`config.mk`:
```
export PLATFORM = sky130hd
export DESIGN_NAME = memory_port_arbiter_flat
export DESIGN_NICKNAME = d
export VERILOG_FILES = /design/src/rtl/memory_port_arbiter_if.sv /design/src/rtl/memory_port_arbiter.sv /design/src/flat_wrapper.sv
export SDC_FILE = /design/constraint.sdc
export NUM_CORES = 1
export LEC_CHECK = 0
export BUFFER_PORTS_ARGS = -buffer_cell sky130_fd_sc_hd__buf_2
export CORE_AREA = 2 2 110 59
export DETAILED_ROUTE_END_ITERATION = 12
export DIE_AREA = 0 0 112 61
export PLACE_DENSITY = 0.9
export SYNTH_ARGS = -nofsm -noshare
export SYNTH_HDL_FRONTEND = slang
export SYNTH_SLANG_ARGS = --single-unit
```
`constraint.sdc`:
```
create_clock -name Clock -period 4 [get_ports Clock]
set_clock_uncertainty 0.15 [all_clocks]
set_input_delay 0.4 -clock Clock [delete_from_list [all_inputs] [get_ports Clock]]
set_output_delay 0.4 -clock Clock [all_outputs]
set_load 0.03 [all_outputs]
```
`src/rtl/memory_port_arbiter_if.sv`:
```
// memory_port_arbiter_if
//   Bundles the fetch-stage, data-stage and physical-memory signals that the
//   arbiter sits between.
//   slave  : arbiter view (requests and Mem_ReadData in; grants, data,
//            Mem_* strobes and Stall out).
//   master : pipeline/memory/testbench view (the mirror image).
interface memory_port_arbiter_if #(
  parameter int DATA_WIDTH = 20,
  parameter int ADDR_WIDTH = 20
);
  // fetch stage
  logic                  IF_Req;
  logic [ADDR_WIDTH-1:0] IF_Address;
  logic                  IF_Grant;
  logic                  IF_DataValid;
  logic [DATA_WIDTH-1:0] IF_Data;
  // data stage
  logic                  MEM_Req;
  logic                  MEM_WriteEnable;
  logic [ADDR_WIDTH-1:0] MEM_Address;
  logic [DATA_WIDTH-1:0] MEM_WriteData;
  logic                  MEM_Grant;
  logic                  MEM_DataValid;
  logic [DATA_WIDTH-1:0] MEM_Data;
  // physical memory port
  logic [ADDR_WIDTH-1:0] Mem_Address;
  logic [DATA_WIDTH-1:0] Mem_WriteData;
  logic                  Mem_WriteEnable;
  logic                  Mem_ReadEnable;
  logic [DATA_WIDTH-1:0] Mem_ReadData;
  // pipeline control
  logic                  Stall;

  modport slave (
    input  IF_Req, IF_Address,
    input  MEM_Req, MEM_WriteEnable, MEM_Address, MEM_WriteData,
    input  Mem_ReadData,
    output IF_Grant, IF_DataValid, IF_Data,
    output MEM_Grant, MEM_DataValid, MEM_Data,
    output Mem_Address, Mem_WriteData, Mem_WriteEnable, Mem_ReadEnable,
    output Stall
  );

  modport master (
    output IF_Req, IF_Address,
    output MEM_Req, MEM_WriteEnable, MEM_Address, MEM_WriteData,
    output Mem_ReadData,
    input  IF_Grant, IF_DataValid, IF_Data,
    input  MEM_Grant, MEM_DataValid, MEM_Data,
    input  Mem_Address, Mem_WriteData, Mem_WriteEnable, Mem_ReadEnable,
    input  Stall
  );
endinterface

```
`src/rtl/memory_port_arbiter.sv`:
```
// memory_port_arbiter
//   Shares one single-port fixed-latency memory between the IF and MEM
//   pipeline stages. MEM has priority, except that IF is forced through once
//   it has watched STARVE_LIMIT consecutive MEM grants. Reads park the
//   arbiter in WAIT for MEM_LATENCY cycles; writes finish in the issue cycle.
// Ports:
//   Clock, Reset : clock, synchronous active-high reset
//   bus          : memory_port_arbiter_if.slave (requests, grants, returned
//                  data, physical memory port, Stall)
module memory_port_arbiter #(
  parameter int DATA_WIDTH   = 20,
  parameter int ADDR_WIDTH   = 20,
  parameter int MEM_LATENCY  = 2,
  parameter int STARVE_LIMIT = 3
) (
  input  logic                  Clock,
  input  logic                  Reset,
  memory_port_arbiter_if.slave  bus
);
  localparam logic [3:0] LAT = 4'(MEM_LATENCY);
  localparam logic [3:0] LIM = 4'(STARVE_LIMIT);

  typedef enum logic {IDLE, WAIT} state_t;

  state_t                r_state;
  logic [3:0]            r_cnt;
  logic [3:0]            r_starve;
  logic                  r_owner;      // 1 = MEM owns the in-flight read
  logic [DATA_WIDTH-1:0] r_if_data;
  logic [DATA_WIDTH-1:0] r_mem_data;
  logic                  r_if_vld;
  logic                  r_mem_vld;

  logic w_idle, w_if_grant, w_mem_grant, w_read;

  // Grants are only possible in IDLE and never while Reset is asserted.
  assign w_idle      = (r_state == IDLE) & ~Reset;
  assign w_if_grant  = w_idle & bus.IF_Req & (~bus.MEM_Req | (r_starve == LIM));
  assign w_mem_grant = w_idle & bus.MEM_Req & ~w_if_grant;
  assign w_read      = w_if_grant | (w_mem_grant & ~bus.MEM_WriteEnable);

  assign bus.IF_Grant      = w_if_grant;
  assign bus.MEM_Grant     = w_mem_grant;
  assign bus.IF_Data       = r_if_data;
  assign bus.MEM_Data      = r_mem_data;
  assign bus.IF_DataValid  = r_if_vld;
  assign bus.MEM_DataValid = r_mem_vld;
  assign bus.Stall         = (r_state == WAIT)
                           | (bus.IF_Req  & ~w_if_grant)
                           | (bus.MEM_Req & ~w_mem_grant);

  // Physical port is driven only in a grant cycle; otherwise all zero.
  always_comb begin
    bus.Mem_Address     = '0;
    bus.Mem_WriteData   = '0;
    bus.Mem_WriteEnable = 1'b0;
    bus.Mem_ReadEnable  = 1'b0;
    if (w_if_grant) begin
      bus.Mem_Address    = bus.IF_Address;
      bus.Mem_ReadEnable = 1'b1;
    end else if (w_mem_grant) begin
      bus.Mem_Address     = bus.MEM_Address;
      bus.Mem_WriteData   = bus.MEM_WriteData;
      bus.Mem_WriteEnable = bus.MEM_WriteEnable;
      bus.Mem_ReadEnable  = ~bus.MEM_WriteEnable;
    end
  end

  always_ff @(posedge Clock) begin
    if (Reset) begin
      r_state    <= IDLE;
      r_cnt      <= '0;
      r_starve   <= '0;
      r_owner    <= 1'b0;
      r_if_data  <= '0;
      r_mem_data <= '0;
      r_if_vld   <= 1'b0;
      r_mem_vld  <= 1'b0;
    end else begin
      r_if_vld  <= 1'b0;
      r_mem_vld <= 1'b0;
      case (r_state)
        IDLE: if (w_read) begin
          r_state <= WAIT;
          r_cnt   <= LAT;
          r_owner <= w_mem_grant;
        end
        WAIT: begin
          r_cnt <= r_cnt - 4'd1;
          // Count of 1 marks the cycle Mem_ReadData is valid.
          if (r_cnt == 4'd1) begin
            r_state <= IDLE;
            if (r_owner) begin
              r_mem_data <= bus.Mem_ReadData;
              r_mem_vld  <= 1'b1;
            end else begin
              r_if_data <= bus.Mem_ReadData;
              r_if_vld  <= 1'b1;
            end
          end
        end
        default: r_state <= IDLE;
      endcase
      // Starvation counter only runs while IF is actually waiting.
      if (!bus.IF_Req || w_if_grant)
        r_starve <= '0;
      else if (w_mem_grant && (r_starve != LIM))
        r_starve <= r_starve + 4'd1;
    end
  end
endmodule

```
`src/flat_wrapper.sv`:
```
// flat-port wrapper written by rule: the top's interface ports become plain ports
module memory_port_arbiter_flat 
#(
  parameter int DATA_WIDTH   = 20,
  parameter int ADDR_WIDTH   = 20,
  parameter int MEM_LATENCY  = 2,
  parameter int STARVE_LIMIT = 3
)
  (Clock, Reset, bus_IF_Req, bus_IF_Address, bus_MEM_Req, bus_MEM_WriteEnable, bus_MEM_Address, bus_MEM_WriteData, bus_Mem_ReadData, bus_IF_Grant, bus_IF_DataValid, bus_IF_Data, bus_MEM_Grant, bus_MEM_DataValid, bus_MEM_Data, bus_Mem_Address, bus_Mem_WriteData, bus_Mem_WriteEnable, bus_Mem_ReadEnable, bus_Stall);
  memory_port_arbiter_if #(.DATA_WIDTH(DATA_WIDTH), .ADDR_WIDTH(ADDR_WIDTH)) bus_i ();
  input  logic Clock;
  input  logic Reset;
  input wire logic [$bits(bus_i.IF_Req)-1:0] bus_IF_Req;
  input wire logic [$bits(bus_i.IF_Address)-1:0] bus_IF_Address;
  input wire logic [$bits(bus_i.MEM_Req)-1:0] bus_MEM_Req;
  input wire logic [$bits(bus_i.MEM_WriteEnable)-1:0] bus_MEM_WriteEnable;
  input wire logic [$bits(bus_i.MEM_Address)-1:0] bus_MEM_Address;
  input wire logic [$bits(bus_i.MEM_WriteData)-1:0] bus_MEM_WriteData;
  input wire logic [$bits(bus_i.Mem_ReadData)-1:0] bus_Mem_ReadData;
  output wire logic [$bits(bus_i.IF_Grant)-1:0] bus_IF_Grant;
  output wire logic [$bits(bus_i.IF_DataValid)-1:0] bus_IF_DataValid;
  output wire logic [$bits(bus_i.IF_Data)-1:0] bus_IF_Data;
  output wire logic [$bits(bus_i.MEM_Grant)-1:0] bus_MEM_Grant;
  output wire logic [$bits(bus_i.MEM_DataValid)-1:0] bus_MEM_DataValid;
  output wire logic [$bits(bus_i.MEM_Data)-1:0] bus_MEM_Data;
  output wire logic [$bits(bus_i.Mem_Address)-1:0] bus_Mem_Address;
  output wire logic [$bits(bus_i.Mem_WriteData)-1:0] bus_Mem_WriteData;
  output wire logic [$bits(bus_i.Mem_WriteEnable)-1:0] bus_Mem_WriteEnable;
  output wire logic [$bits(bus_i.Mem_ReadEnable)-1:0] bus_Mem_ReadEnable;
  output wire logic [$bits(bus_i.Stall)-1:0] bus_Stall;
  assign bus_i.IF_Req = bus_IF_Req;
  assign bus_i.IF_Address = bus_IF_Address;
  assign bus_i.MEM_Req = bus_MEM_Req;
  assign bus_i.MEM_WriteEnable = bus_MEM_WriteEnable;
  assign bus_i.MEM_Address = bus_MEM_Address;
  assign bus_i.MEM_WriteData = bus_MEM_WriteData;
  assign bus_i.Mem_ReadData = bus_Mem_ReadData;
  assign bus_IF_Grant = bus_i.IF_Grant;
  assign bus_IF_DataValid = bus_i.IF_DataValid;
  assign bus_IF_Data = bus_i.IF_Data;
  assign bus_MEM_Grant = bus_i.MEM_Grant;
  assign bus_MEM_DataValid = bus_i.MEM_DataValid;
  assign bus_MEM_Data = bus_i.MEM_Data;
  assign bus_Mem_Address = bus_i.Mem_Address;
  assign bus_Mem_WriteData = bus_i.Mem_WriteData;
  assign bus_Mem_WriteEnable = bus_i.Mem_WriteEnable;
  assign bus_Mem_ReadEnable = bus_i.Mem_ReadEnable;
  assign bus_Stall = bus_i.Stall;
  memory_port_arbiter #(.DATA_WIDTH(DATA_WIDTH), .ADDR_WIDTH(ADDR_WIDTH), .MEM_LATENCY(MEM_LATENCY), .STARVE_LIMIT(STARVE_LIMIT)) u_core (.Clock(Clock), .Reset(Reset), .bus(bus_i));
endmodule
```
==> flow_metrics.env <==
export IMPL_status="complete, no violations"
export IMPL_grt_max_degree=55
export IMPL_finish_net_count=580
export IMPL_rows=20
export IMPL_cts_hold_buffers_added=0
export IMPL_synth_cell_types=33
export IMPL_dpl_cell_area_um2=3430
export IMPL_dieArea_um2=6830
export IMPL_r2r_end="u_core.bus.MEM_Data[0]"
export IMPL_relSlewSlack=0.233
export IMPL_die_h_um=61
export IMPL_timing_rr_start="u_core.r_state"
export IMPL_detail_route_antenna_nets=0
export IMPL_syn_to_final_growth_pct=39.7
export IMPL_drc=0
export IMPL_syn_inst=343
export IMPL_htreeDepth=2
export IMPL_path_cells="ha_1 -> nor3b_2 -> a21o_1 -> o22ai_1 -> buf_2"
export IMPL_reg2reg_depth=4
export IMPL_critPathCaptureType="output port"
export IMPL_worstPathMaxFanout=20
export IMPL_numPortBuffers=171
export IMPL_cts_buffers=5
export IMPL_synth_cell_area_um2=2570
export IMPL_grt_overflow_total=0
export IMPL_finalCriticalPeriod_ps=2920
export IMPL_clk_pin_slew_ps=70
export IMPL_io_pins=172
export IMPL_min_path_cells=3
export IMPL_hold_path_end="u_core.bus.MEM_Data[10]"
export IMPL_p_total_mw=1.25
export IMPL_drt_pass1_iterations=5
export IMPL_slew_violations=0
export IMPL_syn_nets=431
export IMPL_min_from="bus_Mem_ReadData[10]"
export IMPL_final_cell_area_um2=3590
export IMPL_place_hpwl_mm=5.94
export IMPL_cts_root_buf="clkbuf_16"
export IMPL_tightestPinTransition_ps=1150
export IMPL_ir_drop_uv=236
export IMPL_wl_mm=8.03
export IMPL_hp_class="in -> reg"
export IMPL_grt_pass1_vias=2661
export IMPL_final_common_cell="buf_2"
export IMPL_hold_ws_ps=228
export IMPL_finalSetupTns_ps=0
export IMPL_cts_sinks=52
export IMPL_critPathLaunchType="flip-flop"
export IMPL_cts_tree="done"
export IMPL_fmaxAchievable_ghz=0.343
export IMPL_reg2reg_slack_ps=1660
export IMPL_cts_buffer_depth=2
export IMPL_power_leakage_nw=1.70
export IMPL_period_share=0.729
export IMPL_vias=2994
export IMPL_wl_per_cell_um=14.1
export IMPL_start_util=0.439
export IMPL_rsz0062_at_grt="no"
export IMPL_slowest_delay_ps=620
export IMPL_fin_util=0.614
export IMPL_drtIter0Drc=263
export IMPL_post_cts_resized=0
export IMPL_yosysWarningCount=0
export IMPL_avgViaCountPerCell=5.25
export IMPL_powerDensity_nw_per_um2=347
export IMPL_antenna_found_initial=0
export IMPL_cp_slowest_cell="a21o_1"
export IMPL_setup_ws_ps=1080
export IMPL_cp_arrival_ps=2370
export IMPL_instances_no_fill=570
export IMPL_pre_cts_ws_ps=1390
export IMPL_synth_area_per_cell_um2=7.50
export IMPL_drv_cap=0
export IMPL_grt_use_total=0.227
export IMPL_num_antenna_cells=0
export IMPL_core_area_um2=5860
export IMPL_finalHoldViolCount=0
export IMPL_synth_seq_area_share=0.405
export IMPL_final_cell_mix="171 x buf_2, 52 x dfxtp_1, 44 x nand2_1, 44 x o21ai_0, 43 x a21oi_1"
export IMPL_drive_gt1_frac=0.387
export IMPL_required_ps=3450
export IMPL_die_w_um=112
export IMPL_insertion_delay_ps=280
export IMPL_fill_cells=562
export IMPL_cts_setup_buffers=0
export IMPL_crit_type="reg -> out"
export IMPL_gp_congestion=0.905
export IMPL_dp_cells=562
export IMPL_ys_seq_elements=52
export IMPL_setup_violations=0
export IMPL_grt_pass1_wl_mm=12.5
[sequential cells by signal (all words and copies together), names as in the netlist]
signal and cells:
u_core.bus.MEM_Data 20, u_core.r_starve 4, u_core.bus.MEM_DataValid 1, u_core.bus.IF_Data 20, u_core.r_cnt 4, u_core.r_state 1, u_core.bus.IF_DataValid 1, u_core.r_owner 1
[area by class of cell]
cell class                      instances  area, um^2  area share
Clock inverter                          3        42.5      0.0118
Sequential cell                        52        1040       0.290
Tap cell                               77        96.3      0.0268
Clock buffer                            5         125      0.0348
Timing Repair Buffer                  176         893       0.249
Multi-Input combinational cell        252        1380       0.383
Inverter                                5        18.8     0.00522
[where the power goes]
part           switching [mW]  total [mW]  internal (mW)
clock network           0.181       0.474          0.294
logic                   0.154       0.237         0.0833
registers             0.00844       0.534          0.526
total                   0.343        1.25          0.903
[Yosys cell counts]
| master | count | area [um^2] |
|---|---|---|
| buf_6 | 1 | 11.3 |
| and4bb_2 | 1 | 12.5 |
| o211a_1 | 1 | 10.0 |
| a211oi_1 | 3 | 22.5 |
| buf_2 | 1 | 5.00 |
| o31a_1 | 1 | 8.76 |
| o21bai_1 | 1 | 7.51 |
| clkbuf_1 | 31 | 116 |
| a21o_1 | 1 | 7.51 |
| mux2i_1 | 1 | 10.0 |
| ha_1 | 3 | 37.5 |
| nand4bb_1 | 1 | 11.3 |
| o21ba_2 | 1 | 10.0 |
| xor2_1 | 1 | 8.76 |
| nor4bb_1 | 1 | 10.0 |
| nor3b_2 | 1 | 12.5 |
| or4b_1 | 1 | 10.0 |
| nor2_1 | 2 | 7.51 |
| or3_1 | 4 | 25.0 |
| and2_1 | 21 | 131 |
| o21ai_0 | 45 | 225 |
| or3b_1 | 1 | 8.76 |
| clkbuf_2 | 1 | 5.00 |
| nand2_1 | 44 | 165 |
| nor2b_1 | 2 | 12.5 |
| o22ai_1 | 21 | 131 |
| inv_1 | 5 | 18.8 |
| nand3_1 | 42 | 210 |
| or3b_4 | 1 | 11.3 |
| dfxtp_1 | 52 | 1040 |
| a21oi_1 | 43 | 215 |
| o221a_2 | 2 | 22.5 |
| nor3_1 | 6 | 30.0 |
[layer usage]
metal | global-route usage | routed length, um | part of all wire | vias up
met5 | 0 | 0 | 0 | -
met4 | 0.0453 | 31 | 0.0039 | 0
met3 | 0.0430 | 484 | 0.060 | 4
met2 | 0.385 | 3780 | 0.47 | 109
met1 | 0.311 | 3740 | 0.47 | 1372
li1 | - | - | - | 1509
[worst max-delay path, delay by kind of cell (launching register included)]
family	cells	cell delay [ps]
AOI/OAI and AO/OA	2	850
adders and majority gates	1	180
buffers and inverters	1	220
DFF	1	380
and+or+nand+nor	1	450
[how the worst max path moves through the flow]
stage	cells after the start	slack, ps	startpoint	to
after floorplan	5	1720	u_core.r_starve[0]	bus_Mem_Address[0]
after global placement	6	1490	Reset	bus_Mem_WriteData[13]
after detailed placement	6	1390	Reset	bus_Mem_WriteData[2]
after CTS	5	1090	u_core.r_starve[0]	bus_Mem_Address[7]
after global routing	5	900	u_core.r_starve[0]	bus_Mem_Address[7]
final	5	1080	u_core.r_starve[0]	bus_Mem_Address[7]
[kinds of logic after synthesis]
family / count (synthesis) / synth area share
buffers and inverters: 39 / 0.0608
multiplexers: 1 / 0.00389
AO/OA/AOI/OAI: 119 / 0.257
adder cells (fa/ha/maj): 3 / 0.0146
AND/OR/NAND/NOR: 128 / 0.256
XOR/XNOR: 1 / 0.00341
flip-flops: 52 / 0.405
Power figures use the tool's default switching activity.
